## src/rtl/chip8_pkg.sv

```systemverilog
// Shared types and constants for the CHIP-8 opcode fetch path.
package chip8_pkg;

   localparam int CHIP8_ADDR_W = 14;

   typedef logic [15:0] opcode_t;

   typedef enum logic [2:0] {
      IDLE,
      HI,
      LO,
      DONE,
      PREFETCH
   } fetch_state_t;

endpackage

```

## src/rtl/chip8_fetch_byte.sv

```systemverilog
// Single ROM byte read: loads the address, waits for a settled dready, and
// hands back the byte with a one-cycle done pulse.
module chip8_fetch_byte
   import chip8_pkg::*;
#(
   parameter int ADDR_W = CHIP8_ADDR_W
) (
   input  logic              clk,
   input  logic              rst_n,
   input  logic              i_start,
   input  logic [ADDR_W-1:0] i_addr,
   output logic [ADDR_W-1:0] o_mem_addr,
   input  logic [7:0]        i_mem_dout,
   input  logic              i_mem_dready,
   output logic [7:0]        o_byte,
   output logic              o_done
);

   logic [ADDR_W-1:0] r_addr;
   logic              r_active;
   logic              r_settled;

   // dready still describes the previous address in the first cycle after a load.
   always_ff @(posedge clk or negedge rst_n) begin
      if (!rst_n) begin
         r_addr    <= '0;
         r_active  <= 1'b0;
         r_settled <= 1'b0;
      end else if (i_start) begin
         r_addr    <= i_addr;
         r_active  <= 1'b1;
         r_settled <= 1'b0;
      end else if (r_active) begin
         r_settled <= 1'b1;
         if (o_done) r_active <= 1'b0;
      end
   end

   assign o_done     = r_active && r_settled && i_mem_dready;
   assign o_byte     = i_mem_dout;
   assign o_mem_addr = r_addr;

endmodule

```

## src/rtl/chip8_fetch.sv

```systemverilog
// CHIP-8 opcode fetch: two big-endian ROM byte reads per opcode, one-cycle valid.
// Optional next-opcode prefetch buffer enabled by defining CHIP8_FETCH_PREFETCH_EN.
module chip8_fetch
   import chip8_pkg::*;
#(
   parameter int ADDR_W = CHIP8_ADDR_W
) (
   input  logic              clk,
   input  logic              rst_n,
   input  logic              req,
   input  logic [ADDR_W-1:0] pc,
   output logic              busy,
   output logic [15:0]       opcode,
   output logic              valid,
   output logic [ADDR_W-1:0] mem_addr,
   input  logic [7:0]        mem_dout,
   input  logic              mem_dready
);

   fetch_state_t      r_state;
   logic [ADDR_W-1:0] r_pc;
   logic [7:0]        r_hi;
   opcode_t           r_opcode;
   logic              r_valid;
   logic              r_busy;

   logic              w_start;
   logic [ADDR_W-1:0] w_start_addr;
   logic              w_demand;
   logic              w_done;
   logic [7:0]        w_byte;
`ifdef CHIP8_FETCH_PREFETCH_EN
   opcode_t           r_pbuf;
   logic [ADDR_W-1:0] r_pbuf_addr;
   logic              r_pbuf_valid;
   logic              r_pf_lo;
   logic              r_pf_pend;
   logic              w_hit;
`endif

   chip8_fetch_byte #(.ADDR_W(ADDR_W)) u_byte (
      .clk          (clk),
      .rst_n        (rst_n),
      .i_start      (w_start),
      .i_addr       (w_start_addr),
      .o_mem_addr   (mem_addr),
      .i_mem_dout   (mem_dout),
      .i_mem_dready (mem_dready),
      .o_byte       (w_byte),
      .o_done       (w_done)
   );

   always_comb begin
      // NOTE: every output gets a default first so no path can infer a latch.
      w_start      = 1'b0;
      w_start_addr = pc;
      w_demand     = 1'b0;
`ifdef CHIP8_FETCH_PREFETCH_EN
      w_hit        = 1'b0;
`endif
      case (r_state)
         IDLE: begin
`ifdef CHIP8_FETCH_PREFETCH_EN
            w_hit    = req && r_pbuf_valid && (pc == r_pbuf_addr);
            w_demand = req && !w_hit;
`else
            w_demand = req;
`endif
         end
         DONE: begin
`ifdef CHIP8_FETCH_PREFETCH_EN
            // A req for the next sequential opcode joins the prefetch launched here.
            w_hit        = req && (pc == r_pc + ADDR_W'(2));
            w_demand     = req && !w_hit;
            w_start      = 1'b1;
            w_start_addr = r_pc + ADDR_W'(2);
`else
            w_demand = req;
`endif
         end
         HI: begin
            w_start      = w_done;
            w_start_addr = r_pc + ADDR_W'(1);
         end
`ifdef CHIP8_FETCH_PREFETCH_EN
         PREFETCH: begin
            w_hit        = r_pf_pend || (req && (pc == r_pbuf_addr));
            w_demand     = req && !r_pf_pend && (pc != r_pbuf_addr);
            w_start      = w_done && !r_pf_lo;
            w_start_addr = r_pbuf_addr + ADDR_W'(1);
         end
`endif
         default: ;
      endcase
      if (w_demand) begin
         w_start      = 1'b1;
         w_start_addr = pc;
      end
   end

   always_ff @(posedge clk or negedge rst_n) begin
      if (!rst_n) begin
         r_state      <= IDLE;
         r_pc         <= '0;
         r_hi         <= '0;
         r_opcode     <= '0;
         r_valid      <= 1'b0;
         r_busy       <= 1'b0;
`ifdef CHIP8_FETCH_PREFETCH_EN
         r_pbuf       <= '0;
         r_pbuf_addr  <= '0;
         r_pbuf_valid <= 1'b0;
         r_pf_lo      <= 1'b0;
         r_pf_pend    <= 1'b0;
`endif
      end else begin
         r_valid <= 1'b0;
         if (w_demand) begin
            r_pc    <= pc;
            r_busy  <= 1'b1;
            r_state <= HI;
`ifdef CHIP8_FETCH_PREFETCH_EN
            r_pbuf_valid <= 1'b0;
            r_pf_pend    <= 1'b0;
`endif
         end else begin
            case (r_state)
               IDLE: begin
`ifdef CHIP8_FETCH_PREFETCH_EN
                  if (w_hit) begin
                     r_opcode     <= r_pbuf;
                     r_valid      <= 1'b1;
                     r_pc         <= pc;
                     r_pbuf_valid <= 1'b0;
                     r_state      <= DONE;
                  end
`endif
               end
               HI: if (w_done) begin
                  r_hi    <= w_byte;
                  r_state <= LO;
               end
               LO: if (w_done) begin
                  r_opcode <= {r_hi, w_byte};
                  r_valid  <= 1'b1;
                  r_busy   <= 1'b0;
                  r_state  <= DONE;
               end
               DONE: begin
`ifdef CHIP8_FETCH_PREFETCH_EN
                  r_pbuf_addr <= r_pc + ADDR_W'(2);
                  r_pf_lo     <= 1'b0;
                  r_pf_pend   <= w_hit;
                  r_busy      <= w_hit;
                  r_state     <= PREFETCH;
`else
                  r_state <= IDLE;
`endif
               end
`ifdef CHIP8_FETCH_PREFETCH_EN
               PREFETCH: begin
                  if (w_hit) begin
                     r_pf_pend <= 1'b1;
                     r_busy    <= 1'b1;
                  end
                  // NOTE: the last non-blocking assignment wins, so delivery below clears the pending flags set above.
                  if (w_done && !r_pf_lo) begin
                     r_pbuf[15:8] <= w_byte;
                     r_pf_lo      <= 1'b1;
                  end else if (w_done && w_hit) begin
                     r_opcode  <= {r_pbuf[15:8], w_byte};
                     r_valid   <= 1'b1;
                     r_busy    <= 1'b0;
                     r_pf_pend <= 1'b0;
                     r_pc      <= r_pbuf_addr;
                     r_state   <= DONE;
                  end else if (w_done) begin
                     r_pbuf[7:0]  <= w_byte;
                     r_pbuf_valid <= 1'b1;
                     r_state      <= IDLE;
                  end
               end
`endif
               default: r_state <= IDLE;
            endcase
         end
      end
   end

   assign busy   = r_busy;
   assign opcode = r_opcode;
   assign valid  = r_valid;

endmodule
```

## config.mk

```make
export PLATFORM = sky130hd
export DESIGN_NAME = chip8_fetch
export DESIGN_NICKNAME = d
export VERILOG_FILES = /design/src/rtl/chip8_pkg.sv /design/src/rtl/chip8_fetch_byte.sv /design/src/rtl/chip8_fetch.sv
export SDC_FILE = /design/constraint.sdc
export NUM_CORES = 1
export LEC_CHECK = 0
export ABC_AREA = 1
export CAP_MARGIN = 20
export CORE_UTILIZATION = 25
export DETAILED_ROUTE_END_ITERATION = 16
export PLACE_DENSITY_LB_ADDON = 0.25
export SKIP_LAST_GASP = 1
export SYNTH_ARGS = -nofsm -noshare
export SYNTH_HDL_FRONTEND = slang
export SYNTH_HIERARCHICAL = 1
export SYNTH_SLANG_ARGS = --single-unit
```

## constraint.sdc

```tcl
create_clock -name clk -period 2.2 [get_ports clk]
set_input_delay 0.22 -clock clk [delete_from_list [all_inputs] [get_ports clk]]
set_output_delay 0.22 -clock clk [all_outputs]
set_load 0.03 [all_outputs]
```

Yosys cells after proc, flatten, opt, wreduce, memory -nomap -nowiden. Cells that the tools add are included.

Memories: 0. Output and inout port bits: 32. Bits in read-only memories: 0. Latch bits: 0. Bits in registers: 59. Memory bits (writable): 0. Bits of input ports: 26.

Mux-type cells: 20. Bitwise logic cells: 1. Reduce and logical (&&, ||, !) cells: 11. Div/mod/pow operators: 0. $mul: 0. Eq/ne operators: 6. $lt $le $gt $ge: 0. Add/sub/neg operators: 1. Shifts and indexed selects: 0.

Operator list (number): two-way mux 14 bit (2); adder 14 x 1 -> 14 bit, second input constant (1); two-way mux 1 bit (14); two-way mux 3 bit (3); case mux 3 bit (3 select lines) (1); AND reduction 3 bit (3); == test 3 x 2 -> 1 bit, second input constant (2); inequality test 3 bit, second input constant (2); nonzero test 2 bit (3); == test 3 x 1 -> 1 bit, second input constant (1); zero test 3 bit (1); logical AND 1 bit (2); inequality test 2 bit, second input constant (1); AND reduction 2 bit (1); OR reduction 2 bit (1); inverter 1 bit (1).

Depth between registers and ports, before layout.
Depth in word-level cells: 5. Mapped depth: 10.

Modules after synthesis. Netlist, hierarchy kept.

By module, submodules not included: chip8_fetch (instances 1, cells each 273, area each 2183.3 µm², sequential area each 1051.0 µm²); chip8_fetch_byte (instances 1, cells each 76, area each 700.7 µm², sequential area each 400.4 µm²).

Worst setup path after synthesis. Ideal clock, no wire load.

Kind: flip-flop to flip-flop. Start: register r_state[0]. End: register u_byte.r_addr[12], in the netlist u_byte/o_mem_addr[12]. Slack: 0.578 ns. Required time: 2.082 ns. Library setup time: 0.118 ns. Clock period less this slack: 1.622 ns. Arrival: 1.505 ns. Path buffers: 1. Cell stages (with the launch flop): 11. Cells stage by stage: dfrtp_1 inv_1 ha_1 nor2_8 nor2_4 buf_6 or2_1 nand2_1 inv_1 nand2_1 nand2_1.

Word-level cells in the longest chain between the ends: 4. Elaborated cells on any way between the ends: 9. Those cells by class: 2 x eq/ne; 5 x mux; 2 x reduce/logical.

RTL lines: start: declaration (RTL line chip8_fetch.sv:20) `fetch_state_t r_state;`; start signal: assignment (RTL line chip8_fetch.sv:103) `r_state <= IDLE;`; start signal: assignment (RTL line chip8_fetch.sv:121) `r_state <= HI;`; start signal: assignment (RTL line chip8_fetch.sv:141) `r_state <= LO;`; == test 3 x 2 -> 1 bit / zero test 3 bit (equally long branches) (RTL line chip8_fetch.sv:61) `case (r_state)`; OR reduction 2 bit (no line); two-way mux 1 bit (RTL line chip8_fetch.sv:61); two-way mux 14 bit (*) (RTL line chip8_fetch.sv:95) `if (w_demand) begin`; named net w_start_addr[12] (RTL line chip8_fetch.sv:28) `logic [ADDR_W-1:0] w_start_addr;`; end signal: assignment (RTL line chip8_fetch_byte.sv:30) `r_addr <= i_addr;`; end: declaration (RTL line chip8_fetch_byte.sv:19) `logic [ADDR_W-1:0] r_addr;`.

The timed path passes the listed nets; every way through them passes the cells marked *. A chain may end at the register's enable or synchronous reset.

Worst setup path in the final report.
Start: register r_state[0]. End: register u_byte.r_addr[9], in the netlist u_byte/o_mem_addr[9].

The elaborated chain is that of the path after synthesis.

==> impl_metrics.env <==
export IMPL_status="finished clean"
export IMPL_die_height_um=109.4
export IMPL_p_sw_frac=0.4173
export IMPL_n_antenna_cell=0
export IMPL_final_common_cell="nand2_1"
export IMPL_r2r_slack_ns=0.38
export IMPL_max_freq_mhz=548.6
export IMPL_fin_nets=432
export IMPL_htree_levels=3
export IMPL_yosys_warnings=6
export IMPL_synth_edf_count=0
export IMPL_r2r_cells=9
export IMPL_finalSetupViolations=0
export IMPL_post_cts_buffers=0
export IMPL_maxCapViolCount=0
export IMPL_post_route_min_period_ns=1.823
export IMPL_power_internal_uw=3621
export IMPL_port_buffer_count=57
export IMPL_yosysSeqAreaShare=0.5033
export IMPL_grt_antenna_before_repair=0
export IMPL_cts_hold_buf=0
export IMPL_clock_skew_ns=0.004288
export IMPL_hp_class="input port to async pin"
export IMPL_power_frac_comb=0.449
export IMPL_numCtsBuffers=9
export IMPL_drt_iter0_markers=65
export IMPL_vias_per_cell=4.298
export IMPL_rows=38
export IMPL_synth_avg_cell_area_um2=8.264
export IMPL_synth_async_sr_flop_share=1.000
export IMPL_finalCritPeriodShare=0.8285
export IMPL_post_place_ws_ns=0.3484
export IMPL_p_clk_frac=0.239
export IMPL_first_pass_iters=4
export IMPL_p_total_uw=6214
export IMPL_drv_slew=0
export IMPL_worstSetupPathType="register to register"
export IMPL_synth_top_cell_by_area="dfrtp_1"
export IMPL_synth_area_leaders="dfrtp_1 (50%), nand2_1 (18%), inv_1 (3.8%)"
export IMPL_relSlewSlack=0.4860
export IMPL_final_antenna_net_count=0
export IMPL_powerDensity_mw_per_mm2=1631
export IMPL_ys_flop_type="dfrtp_1"
export IMPL_yosysUniqueCellTypes=30
export IMPL_layout_drive_gt1_share=0.1007
export IMPL_synth_seq_cells=58
export IMPL_grt_max_degree=59
export IMPL_crit_required_ns=2.42
export IMPL_die_area_mm2=0.01197
export IMPL_cts_repair_resize_count=0
export IMPL_r2r_start="r_state[0]"
export IMPL_synthDominantCellAreaShare=0.5033
export IMPL_via_count=2351
export IMPL_finalHoldViolCount=0
export IMPL_cts_tree="yes"
export IMPL_clock_root_buffer="clkbuf_16"
export IMPL_peakVddDrop_uv=853.2
export IMPL_die_x_um=109.4
export IMPL_critPathArrivalTime_ns=2.04
export IMPL_wl_mm=6.753
export IMPL_synth_cell_area_mm2=0.002884
export IMPL_tns_ns=0
export IMPL_routedWlPerCell_um=12.35
export IMPL_clock_latency_ns=0.32
export IMPL_track_usage=0.1271
export IMPL_drc_errors=0
export IMPL_cts_max_path_buffers=2
export IMPL_grt_pass1_wl_mm=11.43
export IMPL_p_seq_frac=0.312
export IMPL_pin_count=58
export IMPL_synthCells=349
export IMPL_ff_latch_area_mm2=0.001451
export IMPL_leakage_uw=0.001809
export IMPL_core_area_mm2=0.01103
export IMPL_clk_pin_slew_ns=0.05
export IMPL_synth_nets=379
export IMPL_dp_final_hpwl_mm=4.785
export IMPL_rsz0062_at_grt="no"
export IMPL_multi_input_area_mm2=0.001136
export IMPL_whs_ns=0.05620
export IMPL_start_util=0.2615
export IMPL_gp_congestion=0.8321
export IMPL_area_growth_pct=32.10
export IMPL_reg2reg_to="u_byte/o_mem_addr[9]"
export IMPL_tightest_slew_ns=0.7711
export IMPL_p_switching_uw=2593
export IMPL_grt_overflow=0
export IMPL_crit_path_start_kind="register"
export IMPL_layout_setup_ws_ns=0.3772
export IMPL_clock_sinks=58
export IMPL_end_kind="register"
export IMPL_mostFrequentLayoutCells="nand2_1 (137), dfrtp_1 (58), clkdlybuf4s50_1 (56), inv_1 (29), o21ai_1 (20)"
export IMPL_grt_pass1_vias=2375
export IMPL_fillers=1181
export IMPL_path_max_fanout=21
through the flow:
stage	cell area, um^2	cells	utilization
after floorplan	2884	349	-
after global placement	3491	531	0.3165
after detailed placement	3491	531	0.3165
after CTS	3810	547	0.3454
after global routing	3810	547	0.3454
final	3810	547	0.3454
power groups by stage:
| stage | logic (uW) | registers, uW | clock network (uW) |
|---|---|---|---|
| floorplan | 1500 | 2400 | 0 |
| global placement | 2790 | 1940 | 0 |
| detailed placement | 2830 | 1950 | 0 |
| CTS | 2840 | 1940 | 1540 |
| global route | 3140 | 2010 | 1580 |
| finish | 2790 | 1940 | 1490 |
final cells by class:
| class | count | area share |
|---|---|---|
| clock buffer | 9 | 0.05911 |
| clock inverter | 7 | 0.02463 |
| inverter | 34 | 0.03678 |
| multi-input combinational | 239 | 0.2982 |
| sequential | 58 | 0.3810 |
| tap | 140 | 0.04598 |
| timing repair buffer | 60 | 0.1544 |
state kept, by name (all words and copies together) (netlist names):
signal             flops
valid                  1
r_pc                  14
u_byte/r_settled       1
r_hi                   8
u_byte/r_active        1
busy                   1
u_byte/o_mem_addr     14
r_state                2
opcode                16
kinds of logic after synthesis:
logic type	synth area share
AND/OR/NAND/NOR	0.2876
flip-flops	0.5033
buffers and inverters	0.1028
AO/OA/AOI/OAI	0.07636
adder cells (fa/ha/maj)	0.01735
XOR/XNOR	0.009112
multiplexers	0.003471
synthesized netlist by cell type (2+ instances only):
cell type / count
nand2_1: 137
dfrtp_1: 58
inv_1: 29
o21ai_1: 20
nor2_1: 18
o21ai_0: 16
nand3_1: 11
buf_4: 10
nand2_2: 6
buf_6: 5
a21oi_1: 4
ha_1: 4
inv_2: 3
nand4_1: 3
nor2_4: 3
or2_1: 3
a31oi_1: 2
buf_2: 2
nand3_4: 2
nor2_2: 2
xor2_1: 2
worst max-delay path by stage:
stage                from                    end  slack, ns  cells past startpoint
6_report       r_state[0]   u_byte/o_mem_addr[9]       0.38                      9
5_1_grt        r_state[1]   u_byte/o_mem_addr[9]       0.17                      8
4_1_cts        r_state[0]   u_byte/o_mem_addr[2]       0.35                      9
3_5_place_dp   r_state[1]   u_byte/o_mem_addr[2]       0.35                      9
3_3_place_gp   mem_dready              opcode[8]       0.39                      7
2_1_floorplan  r_state[0]  u_byte/o_mem_addr[12]       0.58                     10
layer usage:
layer	wire length (um)	GRT usage	up-vias
met5	0	0	-
met4	85	0.04762	0
met3	393	0.04742	7
met2	3207	0.2089	52
met1	3067	0.1510	1100
li1	-	-	1192
critical path, stage by stage (launching register included):
cell     delay [ns]
dfrtp_1        0.34
inv_1          0.07
ha_1           0.39
nor2_8         0.09
nor2_4         0.39
inv_2          0.15
nand2_1        0.09
o21ai_1        0.07
nand2_1        0.06
nand2_1        0.05
(Power assumes the default switching activity.)
